==> config.mk <==
export PLATFORM = sky130hd
export DESIGN_NAME = regfile_wr_arbiter
export DESIGN_NICKNAME = d
export VERILOG_FILES = /design/src/rtl/regfile_wr_arbiter.sv
export SDC_FILE = /design/constraint.sdc
export NUM_CORES = 1
export LEC_CHECK = 0
export BUFFER_PORTS_ARGS = -buffer_cell sky130_fd_sc_hd__buf_2
export CORE_UTILIZATION = 45
export CTS_CLUSTER_SIZE = 14
export DETAILED_ROUTE_END_ITERATION = 10
export HOLD_SLACK_MARGIN = 0.12
export PLACE_DENSITY = 0.8
export SETUP_SLACK_MARGIN = 0.1
export SLEW_MARGIN = 20
export SYNTH_ARGS = -nofsm -noshare
export SYNTH_HDL_FRONTEND = slang
export SYNTH_SLANG_ARGS = --single-unit
export TNS_END_PERCENT = 10
==> constraint.sdc <==
create_clock -name clk -period 1.9 [get_ports clk]
set_input_delay 0.475 -clock clk [delete_from_list [all_inputs] [get_ports clk]]
set_output_delay 0.475 -clock clk [all_outputs]
set_load 0.01 [all_outputs]
==> src/rtl/regfile_wr_arbiter.sv <==
// Two-requester round-robin arbiter feeding a register-file write port through
// a one-entry output register; counts issued nonzero-address writes.
module regfile_wr_arbiter #(
  parameter int CNT_W = 16
) (
  input  logic             clk,
  input  logic             reset_n,
  input  logic             hold,
  input  logic             req0_valid,
  input  logic [4:0]       req0_addr,
  input  logic [31:0]      req0_data,
  output logic             req0_ready,
  input  logic             req1_valid,
  input  logic [4:0]       req1_addr,
  input  logic [31:0]      req1_data,
  output logic             req1_ready,
  output logic             we3,
  output logic [4:0]       wa3,
  output logic [31:0]      wd3,
  output logic             pend_valid,
  output logic             gnt_id,
  output logic [CNT_W-1:0] wr_count
);

  typedef enum logic {
    IDLE  = 1'b0,
    WRITE = 1'b1
  } state_t;

  state_t      state, state_next;
  logic        last_gnt;
  logic        win0, win1;
  logic        hs;
  logic [4:0]  acc_addr;
  logic [31:0] acc_data;

  // NOTE: every always_comb output gets a default first so no path leaves it
  // unassigned, which would otherwise infer a latch.
  always_comb begin
    win0 = 1'b0;
    win1 = 1'b0;
    // Contended cycles go to whichever requester was not granted last.
    if (req0_valid && (!req1_valid || last_gnt)) win0 = 1'b1;
    else if (req1_valid)                         win1 = 1'b1;
  end

  assign req0_ready = reset_n && !hold && win0;
  assign req1_ready = reset_n && !hold && win1;
  assign hs         = req0_ready || req1_ready;
  assign acc_addr   = req1_ready ? req1_addr : req0_addr;
  assign acc_data   = req1_ready ? req1_data : req0_data;

  always_comb begin
    state_next = state;
    case (state)
      IDLE:    if (hs)  state_next = WRITE;
      WRITE:   if (!hs) state_next = IDLE;
      default: state_next = IDLE;
    endcase
  end

  // NOTE: state is updated with non-blocking assignments so every flop samples
  // pre-edge values regardless of the order the processes are evaluated in.
  always_ff @(posedge clk or negedge reset_n) begin
    if (!reset_n) state <= IDLE;
    else          state <= state_next;
  end

  // NOTE: all datapath registers are reset here (there is no large storage
  // array), so the presented write is well defined from the first cycle.
  always_ff @(posedge clk or negedge reset_n) begin
    if (!reset_n) begin
      wa3      <= '0;
      wd3      <= '0;
      gnt_id   <= 1'b0;
      last_gnt <= 1'b1;
      wr_count <= '0;
    end else if (hs) begin
      wa3      <= acc_addr;
      wd3      <= acc_data;
      gnt_id   <= req1_ready;
      last_gnt <= req1_ready;
      if ((acc_addr != 5'd0) && (wr_count != {CNT_W{1'b1}}))
        wr_count <= wr_count + CNT_W'(1);
    end
  end

  assign pend_valid = (state == WRITE);
  // Register 0 is hardwired; its writes take the slot but never strobe we3.
  assign we3        = pend_valid && (wa3 != 5'd0);

endmodule
==> results of run 1 <==
==> layout make-up <==
class | instances | area [µm²]
Clock buffer | 7 | 76.3
Clock inverter | 1 | 5.00
Fill cell | 437 | 1720
Inverter | 36 | 143
Multi-Input combinational cell | 116 | 957
Sequential cell | 56 | 1400
Tap cell | 70 | 87.6
Timing Repair Buffer | 157 | 883
==> through the flow <==
step	instances	worst slack, ps
after global routing	443	-151
after floorplan	221	6.81
final	443	-72.2
after global placement	431	-151
after detailed placement	431	-251
after CTS	441	-76.1
==> cell usage in the layout, fill, tap and decap left out, types with 2 or more instances in the layout <==
cell        n
buf_12      2
buf_4      17
a222oi_1   32
clkbuf_1    2
and3_1      7
dfrtp_1    55
buf_2     134
a31oi_1     2
o21ai_0     6
inv_1      35
nand2_1    11
buf_6       4
nand3_1     9
clkbuf_8    5
nand4_1     7
nor2_1      2
mux2i_1     5
xnor2_1    13
and2_1      3
==> power groups by stage <==
| stage | clock, mW | combinational (mW) | sequential [mW] |
|---|---|---|---|
| 2_1_floorplan | 0 | 0.311 | 1.68 |
| 3_3_place_gp | 0 | 0.811 | 1.58 |
| 3_5_place_dp | 0 | 0.833 | 1.59 |
| 4_1_cts | 0.622 | 0.847 | 1.57 |
| 5_1_grt | 0.669 | 0.955 | 1.60 |
| 6_report | 0.598 | 0.871 | 1.57 |
==> path summary, 6_finish.rpt <==
| kind | startpoint | cells past startpoint | to | slack, ps |
|---|---|---|---|---|
| worst max-delay path | wa3[3]$_DFFE_PN0P_ | 3 | we3 | -70 |
| worst min-delay path | reset_n | 2 | last_gnt$_DFFE_PN1P_ | 280 |
| worst max register to register | last_gnt$_DFFE_PN1P_ | 5 | wr_count[14]$_DFFE_PN0P_ | 100 |
| worst min register to register | wr_count[11]$_DFFE_PN0P_ | 1 | wr_count[11]$_DFFE_PN0P_ | 490 |
| max in group asynchronous | reset_n | 2 | wr_count[15]$_DFFE_PN0P_ | 1080 |
| min in group clk | req0_data[13] | 3 | wd3[13]$_DFFE_PN0P_ | 410 |
==> critical path, delay by kind of cell (launching register included) <==
| family | cells | cell delay [ps] |
|---|---|---|
| AND/OR/NAND/NOR | 1 | 510 |
| buffers and inverters | 1 | 130 |
| flip-flops | 1 | 390 |
| AO/OA/AOI/OAI | 1 | 170 |
==> layer usage <==
metal / GRT usage (%) / vias up
met2: 37.9 / 110
met3: 2.98 / 7
met5: 0 / -
met1: 26.8 / 1158
li1: - / 1119
met4: 5.66 / 0
==> timing repair <==
| action | in CTS | in global routing |
|---|---|---|
| setup buffers | 2 | 2 |
| pin swaps | 1 | 7 |
| setup endpoints to repair | 26 | 35 |
| gates resized for setup | 1 | 9 |
| endpoints found under the hold margin | 0 | 0 |
==> synthesized netlist by cell type, types with 2 or more instances <==
library cell / n / area (µm²)
dfrtp_1: 55 / 1380
nand2_1: 11 / 41.3
clkbuf_1: 11 / 41.3
a222oi_1: 32 / 320
nor2_1: 2 / 7.51
and2_1: 3 / 18.8
nand3_1: 9 / 45.0
a31oi_1: 2 / 12.5
o21ai_0: 6 / 30.0
xnor2_1: 13 / 114
inv_1: 35 / 131
nand4_1: 7 / 43.8
and3_1: 7 / 43.8
mux2i_1: 5 / 50.1
==> logic make-up after synthesis <==
group | synth area share [%]
AOI/OAI and AO/OA | 17.4
xor gates and xnor gates | 4.49
and+or+nand+nor | 11.7
buffers and inverters | 7.70
muxes | 2.86
adders and majority gates | 0.493
DFF | 55.3
==> state kept, by name, indices dropped and copies added (netlist names) <==
register    count
gnt_id          1
last_gnt        1
wd3            32
pend_valid      1
wa3             5
wr_count       16
==> results.cfg, run 1 <==
[run_status]
outcome = finished with violations
violations = negative setup slack

[clock_network]
path_clk_slew_ps = 90
clock-sinks = 56
ctsHoldBuffers = 0
cts_buffers = 5
cts_tree = done
clkLatencyLatePin_ps = 290
htreeDepth = 2
root_buffer = clkbuf_8
clockBufferDepth = 2

[drt]
top_layer = met4
met1Wirelength_um = 2700
vias = 2394
avgRoutedWirePerCell_um = 14.2
drt-initial-drc-count = 173
drc_errors = 0
ant_nets = 0
first_pass_iters = 8
met2_length_um = 3140
wl_um = 6280
viasPerCell = 5.40
wl_met3_um = 384

[layout]
drive_gt1_share_pct = 46.9
fin_area_mm2 = 0.00355
diodes = 0
utilization_pct = 67.5
areaGrowthSynthToFinish_pct = 40.2
nets = 452

[placement]
hpwl_um = 4700
gp_congestion = 0.764
io_buffers = 136
place_area_mm2 = 0.00340

[power]
swShare_pct = 31.0
p_comb_share_pct = 28.7
switchingPower_mw = 0.941
cellPowerDensity_mw_per_mm2 = 855
p_clk_share_pct = 19.7
p_leak_nw = 2.02
p_seq_share_pct = 51.6
max-vdd-ir-drop_uv = 501
p_total_mw = 3.04
p_int_mw = 2.10

[critical_path]
cp.required_ps = 1420
criticalPathCategory = reg2out
cp_slowest_cell = or4_1
end_kind = output pin
start_kind = flip-flop
cp.arrival_ps = 1500
crit_fanout = 2
max_stage_delay_ps = 510
path_cells = or4_1 > o21a_1 > buf_2

[sta]
rsz0062_at_grt = true
tightest_slew_ps = 646
clock.fmax_ghz = 0.507
fin_setup_tns_ps = -72.2
period_minus_slack_ps = 1970
slew_viol_final = 0
skew_ps = 11.9
hold_violations = 0
setup_viol_count_final = 1
hold_slack_ps = 282
fin_ws_ps = -72.2
fin_crit_sh_pct = 104
slew_headroom_pct = 57.0

[die]
core_area_mm2 = 0.00527
die_x_um = 77.1
ioPinCount = 137
start_util_pct = 48.1
fp.dieH_um = 77.1
die_area_mm2 = 0.00594
placementRows = 26

[synthesis]
yosysSeqAreaShare_pct = 55.3
avgSynthCellArea_um2 = 11.5
synth_seq_cells = 56
synth-edff-count = 0
synthCells = 221
netlist_area_mm2 = 0.00254
async_flop_share_pct = 100
synth_nets = 301
synth.distinct_cells = 37
ys.flop_type = dfrtp_1
ys_warn_count = 0

[min_path]
hp-class = in2async

[global_routing]
grt_start_max_net_pins = 56
grt_pass1_wl_um = 10100
grt-ovfl-total = 0
antenna_found_initial = 0
gr-usage-all-layers_pct = 21.2
grt_pass1_vias = 2269

[flow_run]
maxCapViolCount = 0
(Power assumes the default switching activity.)
==> run 2, diff against run 1 <==
Settings changed: ABC_AREA set to 1, BUFFER_PORTS_ARGS -buffer_cell sky130_fd_sc_hd__buf_2 to unset, CORE_UTILIZATION 45 to 33, DONT_BUFFER_PORTS set to 1, PLACE_DENSITY 0.8 to unset.
==> results.cfg, run 2 <==
[sta]
rsz0062_at_grt = true
clock.fmax_ghz = 0.567
hold_violations = 0
slew_viol_final = 0
slew_headroom_pct = 75.9
fin_crit_sh_pct = 92.8
setup_viol_count_final = 0
skew_ps = 6.93
fin_setup_tns_ps = 0
period_minus_slack_ps = 1760
tightest_slew_ps = 362

[critical_path]
cp.required_ps = 1420
end_kind = output pin
crit_path_end = req0_ready
r2r_slack_ps = 200
cp.arrival_ps = 1290
reg2reg_to = wr_count[4]$_DFFE_PN0P_
worst-r2r-cell-count = 11
crit_start = last_gnt$_DFFE_PN1P_
crit_fanout = 5
start_kind = flip-flop
r2r-start = last_gnt$_DFFE_PN1P_
criticalPathCategory = reg2out

[clock_network]
cts_tree = done
cts_buffers = 5
clkLatencyLatePin_ps = 310
clockBufferDepth = 2
htreeDepth = 2
clock-sinks = 56
path_clk_slew_ps = 100
root_buffer = clkbuf_8

[drt]
viasPerCell = 5.24
drc_errors = 0
ant_nets = 0
first_pass_iters = 4
vias = 2558
avgRoutedWirePerCell_um = 15.3
drt-initial-drc-count = 100
wl_um = 7470

[synthesis]
avgSynthCellArea_um2 = 7.78
synthTopCellsByArea = dfrtp_1 (47%), nand2_1 (17%), nand3_1 (13%)
ys.flop_type = dfrtp_1
yosysSeqAreaShare_pct = 48.3
synth.distinct_cells = 30
synth_top_area_share_pct = 47.4
ys_warn_count = 0
synth-edff-count = 0
synth_nets = 453
synth_top_area_cell = dfrtp_1
async_flop_share_pct = 100
synthCells = 373
synth_most_common_cell = nand2_1
synth_commonest_cells = nand2_1 (133), nand3_1 (75), dfrtp_1 (55), inv_1 (20), nand4_1 (18)
synth_seq_cells = 56
netlist_area_mm2 = 0.00290

[layout]
final_cell_mix = nand2_1 (132), nand3_1 (74), dfrtp_1 (54)
areaGrowthSynthToFinish_pct = 14.2
fin_area_mm2 = 0.00331
diodes = 0
top_register = wd3
final_common_cell = nand2_1
drive_gt1_share_pct = 13.6
nFillCells = 868
largestRegisters = wd3 (32), wr_count (16), wa3 (5)
largest_register_ffs = 32
nets = 462

[die]
ioPinCount = 137
placementRows = 33
die_x_um = 95.8
fp.dieH_um = 95.8
die_area_mm2 = 0.00917
start_util_pct = 34.6
core_area_mm2 = 0.00838

[placement]
place_area_mm2 = 0.00307
hpwl_um = 5530
gp_congestion = 0.767
io_buffers = 0

[global_routing]
grt_start_max_net_pins = 58
grt-ovfl-total = 0
antenna_found_initial = 0
grt_pass1_wl_um = 12000
grt_pass1_vias = 2535
gr-usage-all-layers_pct = 17.1

[power]
cellPowerDensity_mw_per_mm2 = 931
p_comb_share_pct = 17.7
p_int_mw = 2.08
p_clk_share_pct = 26.6
switchingPower_mw = 1.01
p_seq_share_pct = 55.7
max-vdd-ir-drop_uv = 388
swShare_pct = 32.7
p_leak_nw = 1.57

[flow_run]
maxCapViolCount = 0

[min_path]
hp-class = in2reg

[run_status]
outcome = complete, no violations
run 2: changes by cell type in the layout (fill, tap and decap cells not counted), moves of 3 or more:
cell / previous run / this run
buf_2: 134 / 0
nand2_1: 11 / 132
nand3_1: 9 / 74
a222oi_1: 32 / 0
inv_1: 35 / 19
nand4_1: 7 / 18
nor2_1: 2 / 13
xnor2_1: 13 / 2
and3_1: 7 / 0
xor2_1: 0 / 6
mux2i_1: 5 / 0
nand2_2: 1 / 5
and2_1: 3 / 0
nor2_2: 0 / 3
run 2: worst max-delay path: stages (launching register included):
cell and delay, ps:
dfstp_2 580, inv_1 60, nand2_2 70, nand3_4 130, inv_6 140
run 2: layout make-up:
cell class              instances  area (µm²)  share of cell area, %
inverters                      24         103                   3.10
repair buffers                 22         208                   6.27
clock buffers                   6        82.6                   2.49
clock inverters                 2        38.8                   1.17
flip-flops and latches         56        1400                   42.4
well taps                     105         131                   3.96
multi-input cells             273        1350                   40.7
run 2: worst min path at each step:
stage | start | cells past startpoint | to
2_1_floorplan | reset_n | 0 | gnt_id$_DFFE_PN0P_
4_1_cts | reset_n | 0 | wd3[25]$_DFFE_PN0P_
6_report | req1_data[23] | 2 | wd3[23]$_DFFE_PN0P_
3_5_place_dp | reset_n | 0 | wr_count[4]$_DFFE_PN0P_
5_1_grt | req1_data[13] | 2 | wd3[13]$_DFFE_PN0P_
3_3_place_gp | reset_n | 0 | wd3[9]$_DFFE_PN0P_
run 2: logic make-up after synthesis:
kind of cell / share of synthesized area (%)
AND/OR/NAND/NOR: 40.1
flip-flops: 48.3
buffers and inverters: 6.73
AO/OA/AOI/OAI: 1.94
XOR/XNOR: 2.41
adder cells (fa/ha/maj): 0.431
run 2: power groups by stage:
stage | clock [mW] | sequential (mW) | combinational [mW]
final | 0.819 | 1.72 | 0.546
after detailed placement | 0 | 1.74 | 0.506
after global routing | 0.896 | 1.75 | 0.641
after global placement | 0 | 1.74 | 0.479
after CTS | 0.850 | 1.72 | 0.505
after floorplan | 0 | 1.71 | 0.354
run 2: routing by layer:
layer / part of all wire [%] / global-route usage (%) / wire [µm]
met4: 1.1 / 4.85 / 80
met2: 48 / 28.7 / 3600
met5: 0 / 0 / 0
met1: 41 / 20.7 / 3090
met3: 9.3 / 6.08 / 694
run 2: stage by stage:
step	utilization, %	hold slack [ps]	power [mW]	worst slack (ps)	instances
after floorplan	-	179	2.06	250	373
after global placement	36.6	182	2.22	120	477
after detailed placement	36.6	182	2.24	76.0	477
after CTS	38.2	-166	3.08	66.8	485
after global routing	39.5	281	3.29	60.2	488
final	39.5	295	3.09	136	488
run 2: timing repair:
item / CTS / global route
endpoints found under the setup margin: 5 / 18
resized for setup: 5 / 14
pin swaps: 0 / 1
buffers inserted: 0 / 1
endpoints found under the hold margin: 56 / 56
